`src/rtl/data_reader.sv`:
```
`default_nettype none
// ============================================================================
// Module   : data_reader
// Purpose  : Memory-to-AXIS streamer. On a start pulse, reads len consecutive
//            words from a 1-cycle-latency BRAM read port starting at
//            base_addr, and emits them in order as an AXIS master stream with
//            tlast on the final beat. A 2-entry output buffer absorbs the
//            read latency and downstream backpressure, so the stream runs at
//            one beat per cycle while m_axis_tready stays high.
// Revision : 1.0  initial release
// ----------------------------------------------------------------------------
// Ports
//   clk            in   1           clock, rising edge
//   rst            in   1           synchronous reset, active-high
//   start          in   1           begin a transfer (ignored while busy)
//   base_addr      in   ADDR_WIDTH  first word address, sampled on start
//   len            in   LEN_WIDTH   transfer length in words, sampled on start
//   busy           out  1           transfer in progress (RUN or DONE)
//   done           out  1           one-cycle completion pulse
//   mem_re         out  1           memory read enable
//   mem_addr       out  ADDR_WIDTH  memory read address
//   mem_do         in   DATA_WIDTH  memory read data, valid 1 cycle after mem_re
//   m_axis_tvalid  out  1           AXIS valid
//   m_axis_tdata   out  DATA_WIDTH  AXIS data
//   m_axis_tlast   out  1           AXIS last beat marker
//   m_axis_tready  in   1           AXIS ready
// ============================================================================
module data_reader #(
    parameter int DATA_WIDTH = 64,
    parameter int ADDR_WIDTH = 10,
    parameter int LEN_WIDTH  = 16
) (
    input  logic                  clk,
    input  logic                  rst,
    input  logic                  start,
    input  logic [ADDR_WIDTH-1:0] base_addr,
    input  logic [LEN_WIDTH-1:0]  len,
    output logic                  busy,
    output logic                  done,
    output logic                  mem_re,
    output logic [ADDR_WIDTH-1:0] mem_addr,
    input  logic [DATA_WIDTH-1:0] mem_do,
    output logic                  m_axis_tvalid,
    output logic [DATA_WIDTH-1:0] m_axis_tdata,
    output logic                  m_axis_tlast,
    input  logic                  m_axis_tready
);

    typedef enum logic [1:0] {
        ST_IDLE = 2'd0,
        ST_RUN  = 2'd1,
        ST_DONE = 2'd2
    } state_t;

    state_t                state_q;
    logic [ADDR_WIDTH-1:0] addr_q;        // base + issued count, wraps naturally
    logic [LEN_WIDTH-1:0]  len_q;
    logic [LEN_WIDTH-1:0]  issued_q;
    logic [LEN_WIDTH-1:0]  sent_q;
    logic                  in_flight_q;   // a read was issued last cycle
    logic                  in_flight_last_q;
    logic [1:0]            occ_q;         // output buffer occupancy, 0..2
    logic [DATA_WIDTH-1:0] head_data_q;
    logic                  head_last_q;
    logic [DATA_WIDTH-1:0] tail_data_q;
    logic                  tail_last_q;

    logic                  pop;
    logic                  push;
    logic                  issue;
    logic                  issue_last;
    logic [2:0]            pending;

    assign pop  = m_axis_tvalid & m_axis_tready;
    assign push = in_flight_q;

    // Words that will occupy the buffer at the next edge if no read is issued
    // now. pop implies occ_q >= 1, so this never underflows.
    assign pending    = {1'b0, occ_q} + {2'b00, in_flight_q} - {2'b00, pop};
    assign issue      = (state_q == ST_RUN) && (issued_q < len_q) && (pending < 3'd2);
    assign issue_last = (issued_q == len_q - LEN_WIDTH'(1));

    assign busy          = (state_q != ST_IDLE);
    assign done          = (state_q == ST_DONE);
    assign mem_re        = issue;
    assign mem_addr      = addr_q;
    assign m_axis_tvalid = (occ_q != 2'd0);
    assign m_axis_tdata  = head_data_q;
    // Head last flag may be stale once the buffer drains, so qualify it.
    assign m_axis_tlast  = m_axis_tvalid & head_last_q;

    always_ff @(posedge clk) begin
        if (rst) begin
            state_q          <= ST_IDLE;
            addr_q           <= '0;
            len_q            <= '0;
            issued_q         <= '0;
            sent_q           <= '0;
            in_flight_q      <= 1'b0;
            in_flight_last_q <= 1'b0;
            occ_q            <= 2'd0;
            head_data_q      <= '0;
            head_last_q      <= 1'b0;
            tail_data_q      <= '0;
            tail_last_q      <= 1'b0;
        end else begin
            // Read pipeline: the last-beat tag travels with the read so it can
            // be stored next to the data when it lands.
            in_flight_q      <= issue;
            in_flight_last_q <= issue & issue_last;

            if (issue) begin
                addr_q   <= addr_q + ADDR_WIDTH'(1);
                issued_q <= issued_q + LEN_WIDTH'(1);
            end

            if (pop) begin
                sent_q <= sent_q + LEN_WIDTH'(1);
            end

            // Two-entry FIFO: head feeds the AXIS port, tail is the spare slot.
            if (push && pop) begin
                if (occ_q == 2'd1) begin
                    head_data_q <= mem_do;
                    head_last_q <= in_flight_last_q;
                end else begin
                    head_data_q <= tail_data_q;
                    head_last_q <= tail_last_q;
                    tail_data_q <= mem_do;
                    tail_last_q <= in_flight_last_q;
                end
            end else if (push) begin
                if (occ_q == 2'd0) begin
                    head_data_q <= mem_do;
                    head_last_q <= in_flight_last_q;
                end else begin
                    tail_data_q <= mem_do;
                    tail_last_q <= in_flight_last_q;
                end
                occ_q <= occ_q + 2'd1;
            end else if (pop) begin
                head_data_q <= tail_data_q;
                head_last_q <= tail_last_q;
                occ_q       <= occ_q - 2'd1;
            end

            case (state_q)
                ST_IDLE: begin
                    if (start) begin
                        if (len != '0) begin
                            state_q  <= ST_RUN;
                            len_q    <= len;
                            addr_q   <= base_addr;
                            issued_q <= '0;
                            sent_q   <= '0;
                        end else begin
                            // Empty transfer: report completion without
                            // touching memory or the stream.
                            state_q <= ST_DONE;
                        end
                    end
                end
                ST_RUN: begin
                    if (pop && (sent_q == len_q - LEN_WIDTH'(1))) begin
                        state_q <= ST_DONE;
                    end
                end
                ST_DONE: begin
                    state_q <= ST_IDLE;
                end
                default: begin
                    state_q <= ST_IDLE;
                end
            endcase
        end
    end

endmodule
`default_nettype wire
```
`config.mk`:
```
export PLATFORM = sky130hd
export DESIGN_NAME = data_reader
export DESIGN_NICKNAME = d
export VERILOG_FILES = /design/src/rtl/data_reader.sv
export SDC_FILE = /design/constraint.sdc
export NUM_CORES = 1
export LEC_CHECK = 0
export CELL_PAD_IN_SITES_DETAIL_PLACEMENT = 1
export CELL_PAD_IN_SITES_GLOBAL_PLACEMENT = 2
export CORE_MARGIN = 10
export CORE_UTILIZATION = 25
export CTS_CLUSTER_SIZE = 14
export DETAILED_ROUTE_END_ITERATION = 10
export HOLD_SLACK_MARGIN = 0.02
export PLACE_DENSITY_LB_ADDON = 0.1
export SLEW_MARGIN = 5
export SYNTH_ARGS = -nofsm -noshare
export SYNTH_HDL_FRONTEND = slang
export SYNTH_SLANG_ARGS = --single-unit
```
`constraint.sdc`:
```
create_clock -name clk -period 5.75 [get_ports clk]
set_input_delay 1.15 -clock clk [delete_from_list [all_inputs] [get_ports clk]]
set_output_delay 1.15 -clock clk [all_outputs]
set_load 0.05 [all_outputs]
```
==> results of run 1 <==
where the power goes:
group	leakage, nW	switching, mW	internal (mW)
Combinational	2.60	1.36	0.719
Clock	0.287	0.586	0.633
Sequential	1.58	0.172	1.58
final cells by class:
type / count / area (sq um) / share of cell area (%)
antenna: 2 / 5.00 / 0.0407
tap: 511 / 639 / 5.19
multi-input combinational: 830 / 5200 / 42.3
inverter: 25 / 93.8 / 0.762
timing repair buffer: 193 / 1900 / 15.5
clock inverter: 12 / 121 / 0.986
sequential: 194 / 3880 / 31.6
clock buffer: 20 / 457 / 3.71
sequential cells by signal, indices dropped and copies added (netlist names):
signal / cells
occ_q: 2
in_flight_q: 1
tail_last_q: 1
mem_addr: 10
head_last_q: 1
len_q: 16
issued_q: 16
sent_q: 16
tail_data_q: 64
in_flight_last_q: 1
m_axis_tdata: 64
state_q: 2
worst min-delay path, stage by stage (launching register included):
cell and delay, ns:
dfxtp_1 0.31, nand2_1 0.05, a21oi_1 0.05
routing by layer:
| layer | track usage (%) | vias up |
|---|---|---|
| met5 | 0 | - |
| met2 | 24.8 | 104 |
| met4 | 2.98 | 2 |
| met1 | 17.0 | 4157 |
| li1 | - | 4246 |
| met3 | 3.97 | 14 |
logic make-up after synthesis:
group	synth area share [%]
AND/OR/NAND/NOR	22.3
AO/OA/AOI/OAI	14.9
flip-flops	40.9
buffers and inverters	4.62
multiplexers	8.57
XOR/XNOR	5.38
adder cells (fa/ha/maj)	3.38
cells in the final DEF, fill, tap and decap left out, types with 4 or more instances in the layout:
master / synthesis / final
nand2_1: 198 / 198
dfxtp_1: 194 / 194
clkdlybuf4s50_1: 0 / 170
nor2_1: 109 / 109
a21oi_1: 97 / 97
mux2i_1: 79 / 77
a211oi_1: 69 / 69
inv_1: 25 / 25
xnor2_1: 24 / 24
nor4_1: 24 / 24
xor2_1: 24 / 24
ha_1: 24 / 24
nand3_1: 22 / 22
buf_4: 1 / 20
clkbuf_16: 0 / 17
nor3_1: 16 / 16
nand4_1: 15 / 15
or3_1: 15 / 15
and3_1: 10 / 10
o21ai_0: 9 / 9
nor2b_1: 7 / 7
or4_1: 7 / 7
a311oi_1: 7 / 7
o31ai_1: 5 / 5
o211ai_1: 4 / 4
o31a_1: 4 / 4
xnor3_1: 4 / 4
inv_6: 0 / 4
worst max path at each step:
stage,end,slack [ns],depth (start not counted)
2_1_floorplan,mem_re,0.61,11
3_3_place_gp,mem_re,0.88,10
3_5_place_dp,mem_re,0.84,10
4_1_cts,mem_re,0.81,10
5_1_grt,mem_re,0.73,10
6_report,mem_re,0.88,10
metrics by stage:
| step | utilization (%) | instances | power (mW) | instance area (sq um) | worst slack (ns) |
|---|---|---|---|---|---|
| 6_report | 32.8 | 1787 | 5.04 | 12300 | 0.880 |
| 5_1_grt | 32.7 | 1785 | 5.37 | 12300 | 0.734 |
| 4_1_cts | 32.7 | 1785 | 5.15 | 12300 | 0.812 |
| 3_5_place_dp | 31.2 | 1753 | 3.90 | 11700 | 0.837 |
| 3_3_place_gp | 31.2 | 1753 | 3.88 | 11700 | 0.884 |
| 2_1_floorplan | - | 1137 | 3.13 | 9490 | 0.613 |
==> out/metrics.yaml, run 1 <==
timing:
  whs_ns: 0.454
  post-route-period-util_pct: 84.7
  finalSetupViolCount: 0
  relSlewSlack_pct: 35.1
  worst_pin_slew_ns: 0.963
  clock_skew_ns: 0.0132
  tns_ns: 0
  hold_viol: 0
  grt_setup_unrepaired: "false"
  final_max_slew_viol_count: 0
  clock.fmax_ghz: 0.205
  fin_crit_ns: 4.87
grt:
  grt_pass1_wl_mm: 52.3
  grt_max_degree: 87
  first_global_vias: 8962
  grtUsageTotal_pct: 14.2
  overflow: 0
  antenna_found_initial: 1
critical_path:
  critPathCaptureType: "output port"
  max_stage_delay_ns: 0.47
  timing.critical_path.slowest_stage_cell: "clkdlybuf4s50_1"
  cp_cell_sequence: "clkdlybuf4s50_1, nor2b_1, ha_1, nor2b_1, fa_1, nor4_1, o21a_1, nand2_1, nor2_1, buf_12"
  critPathRequiredTime_ns: 4.60
  worstSetupStartpoint: "m_axis_tready"
  timing.rr.end: "mem_addr[3]$_SDFF_PP0_"
  worst-path-buf-inv: 2
  crit_type: "primary input to output port"
  reg2reg_depth: 12
  startpoint_type: "primary input"
  crit_top_cell: "nor2b_1"
  critPathArrivalTime_ns: 3.72
  cp_max_fo: 3
  critPathTopFamily: "simple AND/OR/NAND/NOR gates"
  ff2ff_setup_slack_ns: 2.15
  timing.rr.start: "occ_q[1]$_SDFFE_PP0P_"
yosys:
  synth.top_cell.area_share_pct: 40.9
  syn_nets: 1256
  synth_area_leaders: "dfxtp_1, mux2i_1, nand2_1, a211oi_1, a21oi_1"
  synth.cell_area_sq_mm: 0.00949
  ys_ff_latch: 194
  ys.flop_type: "dfxtp_1"
  synth_area_per_cell_sq_um: 8.34
  synth_edf_count: 0
  async_flop_share_pct: 0
  synth-warning-count: 0
  synth_largest_area_cell: "dfxtp_1"
  synth_common_cells: "nand2_1, dfxtp_1, nor2_1"
  yosysSeqAreaShare_pct: 40.9
  syn_inst: 1137
  yosysUniqueCellTypes: 61
  synth_most_common_cell: "nand2_1"
pwr:
  power_leakage_nw: 4.47
  power.density_mw_per_mm2: 410
  vdd_drop_max_mv: 0.213
detailed_routing:
  wirelength_mm: 32.9
  met3_wirelength_mm: 1.32
  met2_length_mm: 16.4
  ant_nets: 0
  via_per_inst: 4.77
  m1WireLength_mm: 15.0
  drc: 0
  drtIter0Drc: 235
  top_layer: "met5"
  drt-wirelength-per-cell_um: 18.4
  vias: 8523
  dr.pass1.iters: 4
clock_tree:
  clock_latency_ns: 0.46
  root_buffer: "clkbuf_16"
  h-tree-depth: 4
  cts.repair.resized: 0
  cts_buffers: 17
  cts.clk_slew.worst_paths_ns: 0.07
  cts_tree: "yes"
  post_cts_buffers: 0
  cts_hold_buf: 0
  clock_sinks: 194
  clock_path_buffers: 2
floorplan:
  dieArea_sq_mm: 0.0461
  initial_core_util_pct: 25.2
  die_w_um: 215
  ioPinCount: 173
  rows: 71
  fp.coreArea_sq_mm: 0.0376
  die_h_um: 215
cells_and_area:
  nNetsFinal: 1380
  drive_gt1_share_pct: 5.26
  fillers: 4411
  area_growth_pct: 29.7
min_path:
  min_from: "tail_data_q[20]$_SDFFE_PP0P_"
  whs_path_depth: 2
  hold_end: "tail_data_q[20]$_SDFFE_PP0P_"
  worst_hold_path_type: "register to register"
run:
  max_cap_viol_count: 0
placed_design:
  io_buffers: 172
  gp_congestion: 0.746
  dp.final_hpwl_mm: 23.4
status:
  status: "finished clean"
Power figures use the tool's default switching activity.
==> run 2: changes to the inputs <==
==> constraint.sdc (replaced) <==
create_clock -name clk -period 4.8 [get_ports clk]
set_input_delay 0.96 -clock clk [delete_from_list [all_inputs] [get_ports clk]]
set_output_delay 0.96 -clock clk [all_outputs]
set_load 0.05 [all_outputs]
==> run 2 against run 1 <==
Design area increased by 0.75%; count of clock-buffer cells in the layout unchanged; register-to-register slack got worse by 0.87 ns; largest power group unchanged; highest routed layer unchanged.
==> out/metrics.yaml, run 2 (same netlist as run 1, synthesis figures left out) <==
run:
  max_cap_viol_count: 0  # unchanged
timing:
  fin_crit_ns: 4.47
  clock.fmax_ghz: 0.224
  post-route-period-util_pct: 93.2
  final_max_slew_viol_count: 0  # unchanged
  tns_ns: 0  # unchanged
  finalSetupViolCount: 0  # unchanged
  clock_skew_ns: 0.0106  # -0.00266 ns
  hold_viol: 0  # unchanged
  grt_setup_unrepaired: "false"
  relSlewSlack_pct: 35.0  # -0.069 points
  worst_pin_slew_ns: 0.964  # +0.00102 ns
clock_tree:
  cts_tree: "yes"
  cts_buffers: 17  # unchanged
  post_cts_buffers: 0  # unchanged
  clock_latency_ns: 0.45  # about the same
  h-tree-depth: 4  # unchanged
  clock_path_buffers: 2  # unchanged
  cts.clk_slew.worst_paths_ns: 0.07  # about the same
  root_buffer: "clkbuf_16"
  clock_sinks: 194  # unchanged
  cts.repair.resized: 0  # unchanged
  cts_hold_buf: 0  # unchanged
pwr:
  p_clk_share_pct: 26.1  # +1.9 points
  power_leakage_nw: 4.51  # +0.89%
  swShare_pct: 40.4  # -1.5 points
  seq_power_share_pct: 33.7  # -1.0 points
  vdd_drop_max_mv: 0.274  # +29%
  power.share.combinational_pct: 40.2  # -1.0 points
  p_switching_mw: 2.51  # +19%
  power.density_mw_per_mm2: 501  # +22%
  intPower_mw: 3.70  # +26%
detailed_routing:
  drc: 0  # unchanged
  dr.pass1.iters: 4  # unchanged
  drtIter0Drc: 276  # +17%
  ant_nets: 0  # unchanged
  via_per_inst: 4.75  # -0.37%
  drt-wirelength-per-cell_um: 18.3  # -0.67%
  wirelength_mm: 32.6  # -0.84%
  vias: 8477  # -0.54%
grt:
  grt_max_degree: 89  # +2.3%
  grt_pass1_wl_mm: 52.6  # +0.57%
  first_global_vias: 9089  # +1.4%
  antenna_found_initial: 2  # +1
  overflow: 0  # unchanged
  grtUsageTotal_pct: 14.2  # about the same
critical_path:
  crit_type: "primary input to output port"
  critPathCaptureType: "output port"
  critPathArrivalTime_ns: 3.51  # -0.21 ns
  startpoint_type: "primary input"
  critPathRequiredTime_ns: 3.84  # -0.76 ns
  cp_max_fo: 3  # unchanged
status:
  status: "finished clean"
floorplan:
  fp.coreArea_sq_mm: 0.0376  # unchanged
  ioPinCount: 173  # unchanged
  die_w_um: 215  # unchanged
  initial_core_util_pct: 25.2  # unchanged
  die_h_um: 215  # unchanged
  rows: 71  # unchanged
  dieArea_sq_mm: 0.0461  # unchanged
cells_and_area:
  final_cell_mix: "nand2_1, dfxtp_1, clkdlybuf4s50_1, nor2_1, a21oi_1"
  drive_gt1_share_pct: 5.11  # -0.15 points
  area_growth_pct: 30.7
  postLayoutCoreUtil_pct: 33.0  # +0.25 points
  diodes: 0  # -2
  fin_cells: 1784  # -0.17%
  nNetsFinal: 1381  # +0.072%
  final_common_cell: "nand2_1"
min_path:
  worst_hold_path_type: "register to register"
placed_design:
  gp_congestion: 0.734  # -1.6%
  dp.final_hpwl_mm: 23.0  # -1.7%
  place_inst: 1754  # +0.057%
  io_buffers: 172  # unchanged
run 2: area by class of cell:
cell class / count / area, sq um
fillers: 4364 / 25200
multi-input cells: 830 / 5200
flip-flops and latches: 194 / 3880
repair buffers: 194 / 1940
well taps: 511 / 639
clock buffers: 20 / 447
clock inverters: 10 / 196
inverters: 25 / 93.8
run 2: final timing paths:
path | slack, ns | endpoint | depth (start not counted) | start
setup / recovery | 0.33 | mem_re | 10 | m_axis_tready
hold / removal | 0.45 | tail_data_q[57]$_SDFFE_PP0P_ | 2 | tail_data_q[57]$_SDFFE_PP0P_
setup reg to reg | 1.28 | mem_addr[3]$_SDFF_PP0_ | 12 | occ_q[1]$_SDFFE_PP0P_
hold reg to reg | 0.45 | tail_data_q[57]$_SDFFE_PP0P_ | 2 | tail_data_q[57]$_SDFFE_PP0P_
run 2: per-stage QoR:
step / worst slack [ns] / hold WS [ns] / area (sq um) / power [mW]
floorplan: 0.0433 / 0.432 / 9490 / 3.75
global placement: 0.304 / 0.437 / 11800 / 4.66
detailed placement: 0.277 / 0.443 / 11800 / 4.67
CTS: 0.263 / 0.454 / 12400 / 6.33
global route: 0.132 / 0.476 / 12400 / 6.59
finish: 0.327 / 0.454 / 12400 / 6.21
run 2: routing by layer:
layer	track usage, %	up-vias	routed length (um)
met4	3.21	4	310
li1	-	4234	-
met5	0	-	20
met1	17.2	4121	14900
met3	3.68	23	1300
met2	24.6	95	16100
run 2: power by group through the flow:
stage | Clock, mW | Sequential (mW) | Combinational [mW]
floorplan | 0 | 2.81 | 0.932
global placement | 0 | 2.13 | 2.53
detailed placement | 0 | 2.13 | 2.54
CTS | 1.68 | 2.10 | 2.55
global route | 1.75 | 2.13 | 2.71
finish | 1.62 | 2.09 | 2.50
run 2: critical path, cell delays in order:
cell and delay (ns):
clkdlybuf4s50_1 0.48, nor2b_1 0.21, ha_1 0.26, nor2b_1 0.14, fa_1 0.43, nor4_1 0.27
o21a_1 0.23, nand2_1 0.09, nor2_1 0.27, buf_12 0.18
==> run 3: changes to the inputs <==
--- a/config.mk
+++ b/config.mk
@@ -12,8 +12,8 @@
 export CTS_CLUSTER_SIZE = 14
 export DETAILED_ROUTE_END_ITERATION = 10
 export HOLD_SLACK_MARGIN = 0.02
+export MAX_ROUTING_LAYER = met4
 export PLACE_DENSITY_LB_ADDON = 0.1
-export SLEW_MARGIN = 5
 export SYNTH_ARGS = -nofsm -noshare
 export SYNTH_HDL_FRONTEND = slang
 export SYNTH_SLANG_ARGS = --single-unit
==> run 3 against run 2 <==
Non-clock buffer count stayed put; combinational power barely moved; utilization is essentially flat; power about the same; design area barely moved; die area did not move; clock skew shrank 0.00076 ns; sequential share of layout area about the same; critical endpoint unchanged; via count about the same; global-route usage increased by 0.41 points; count of clock-buffer cells in the layout is the same; largest power group unchanged; critical path depth unchanged.
==> out/metrics.yaml, run 3 (same netlist as run 1, synthesis figures left out) <==
status:
  status: "finished clean"
timing:
  layout_setup_ws_ns: 0.329  # +0.00203 ns
  tns_ns: 0  # unchanged
  hold_viol: 0  # unchanged
  grt_setup_unrepaired: "false"
  clock.fmax_ghz: 0.224  # about the same
  worst_pin_slew_ns: 0.991  # +0.0265 ns
  clock_skew_ns: 0.00982  # -0.000763 ns
  final_max_slew_viol_count: 0  # unchanged
  finalSetupViolCount: 0  # unchanged
  relSlewSlack_pct: 33.9  # -1.1 points
  fin_crit_ns: 4.47  # -0.00203 ns
  post-route-period-util_pct: 93.1  # about the same
critical_path:
  worstSetupStartpoint: "m_axis_tready"
  max_stage_delay_ns: 0.48  # about the same
  crit_top_cell: "nor2b_1"
  cp_cell_sequence: "clkdlybuf4s50_1, nor2b_1, ha_1, nor2b_1, fa_1, nor4_1, o21a_1, nand2_1, nor2_1, buf_12"
  critPathArrivalTime_ns: 3.51  # about the same
  crit_type: "primary input to output port"
  startpoint_type: "primary input"
  critPathCaptureType: "output port"
  timing.rr.start: "occ_q[1]$_SDFFE_PP0P_"
  critPathRequiredTime_ns: 3.84  # about the same
  timing.rr.end: "mem_addr[3]$_SDFF_PP0_"
  cp_max_fo: 3  # unchanged
  timing.critical_path.slowest_stage_cell: "clkdlybuf4s50_1"
  ff2ff_setup_slack_ns: 1.28  # about the same
  cp-endpoint: "mem_re"
  reg2reg_depth: 12  # unchanged
min_path:
  worst_hold_path_type: "register to register"
  whs_path_depth: 2  # unchanged
grt:
  grtUsageTotal_pct: 14.6  # +0.41 points
  grt_pass1_wl_mm: 52.5  # -0.18%
  overflow: 0  # unchanged
  grt_max_degree: 89  # unchanged
  antenna_found_initial: 2  # unchanged
  first_global_vias: 9118  # +0.32%
floorplan:
  initial_core_util_pct: 25.2  # unchanged
  die_w_um: 215  # unchanged
  dieArea_sq_mm: 0.0461  # unchanged
  rows: 71  # unchanged
  die_h_um: 215  # unchanged
  fp.coreArea_sq_mm: 0.0376  # unchanged
  ioPinCount: 173  # unchanged
cells_and_area:
  postLayoutCoreUtil_pct: 33.0  # about the same
  final_common_cell: "nand2_1"
  final_cell_mix: "nand2_1, dfxtp_1, clkdlybuf4s50_1, nor2_1, a21oi_1"
  fillers: 4366  # +0.046%
  final_area_sq_mm: 0.0124  # about the same
  drive_gt1_share_pct: 5.11  # unchanged
  area_growth_pct: 30.8  # about the same
  seq_area_sq_mm: 0.00388  # unchanged
  nNetsFinal: 1381  # unchanged
  multi_input_area_sq_mm: 0.00520  # unchanged
clock_tree:
  clock_path_buffers: 2  # unchanged
  clock_latency_ns: 0.45  # about the same
  clock_sinks: 194  # unchanged
  h-tree-depth: 4  # unchanged
  post_cts_buffers: 0  # unchanged
  cts_buffers: 17  # unchanged
  cts_hold_buf: 0  # unchanged
  cts.clk_slew.worst_paths_ns: 0.07  # about the same
  cts.repair.resized: 0  # unchanged
  cts_tree: "yes"
  root_buffer: "clkbuf_16"
detailed_routing:
  drt-wirelength-per-cell_um: 18.2  # -0.43%
  vias: 8476  # -0.012%
  drtIter0Drc: 268  # -2.9%
  wirelength_mm: 32.5  # -0.32%
  ant_nets: 0  # unchanged
  dr.pass1.iters: 4  # unchanged
  via_per_inst: 4.75  # -0.12%
  drc: 0  # unchanged
run:
  max_cap_viol_count: 0  # unchanged
pwr:
  power.density_mw_per_mm2: 500  # -0.12%
  power_leakage_nw: 4.51  # about the same
  vdd_drop_max_mv: 0.276  # +0.60%
  power.total_mw: 6.21  # about the same
placed_design:
  place_ws_ns: 0.277  # unchanged
  postPlaceCellArea_sq_mm: 0.0118  # unchanged
  gp_congestion: 0.743  # +1.2%
  io_buffers: 172  # unchanged
  dp.final_hpwl_mm: 23.0  # unchanged
-- run 3: cell type report --
class | instances | share of cell area [%]
antenna | 2 | 0.0403
sequential | 194 | 31.3
clock inverter | 10 | 1.58
multi-input combinational | 830 | 42.0
tap | 511 | 5.15
clock buffer | 20 | 3.60
inverter | 25 | 0.756
timing repair buffer | 194 | 15.6
-- run 3: how the worst min path moves through the flow --
stage	start	to
after floorplan	tail_data_q[0]$_SDFFE_PP0P_	tail_data_q[0]$_SDFFE_PP0P_
after global placement	tail_data_q[36]$_SDFFE_PP0P_	tail_data_q[36]$_SDFFE_PP0P_
after detailed placement	tail_data_q[56]$_SDFFE_PP0P_	tail_data_q[56]$_SDFFE_PP0P_
after CTS	tail_data_q[56]$_SDFFE_PP0P_	tail_data_q[56]$_SDFFE_PP0P_
after global routing	tail_data_q[14]$_SDFFE_PP0P_	tail_data_q[14]$_SDFFE_PP0P_
final	tail_data_q[26]$_SDFFE_PP0P_	tail_data_q[26]$_SDFFE_PP0P_
-- run 3: power by group --
part	internal, mW	leakage [nW]	switching, mW
Clock	0.944	0.313	0.675
Combinational	0.870	2.62	1.63
Sequential	1.89	1.58	0.203
-- run 3: stage by stage --
| stage | hold slack [ns] | instances |
|---|---|---|
| global route | 0.476 | 1786 |
| global placement | 0.437 | 1754 |
| detailed placement | 0.443 | 1754 |
| floorplan | 0.432 | 1137 |
| finish | 0.452 | 1786 |
| CTS | 0.454 | 1784 |
-- run 3: critical path: cells and delay by family --
family                     cells  cell delay [ns]
buffers and inverters          2             0.66
AOI/OAI and AO/OA              1             0.23
and+or+nand+nor                5             0.96
adders and majority gates      2             0.69
-- run 3: layer usage --
metal / wire length (um) / up-vias / share of wire [%] / global-route usage (%)
li1: - / 4243 / - / -
met1: 15100 / 4121 / 46 / 17.5
met2: 16100 / 95 / 50 / 24.7
met3: 1070 / 17 / 3.3 / 3.15
met4: 265 / 0 / 0.81 / 3.21
met5: 0 / - / 0 / -
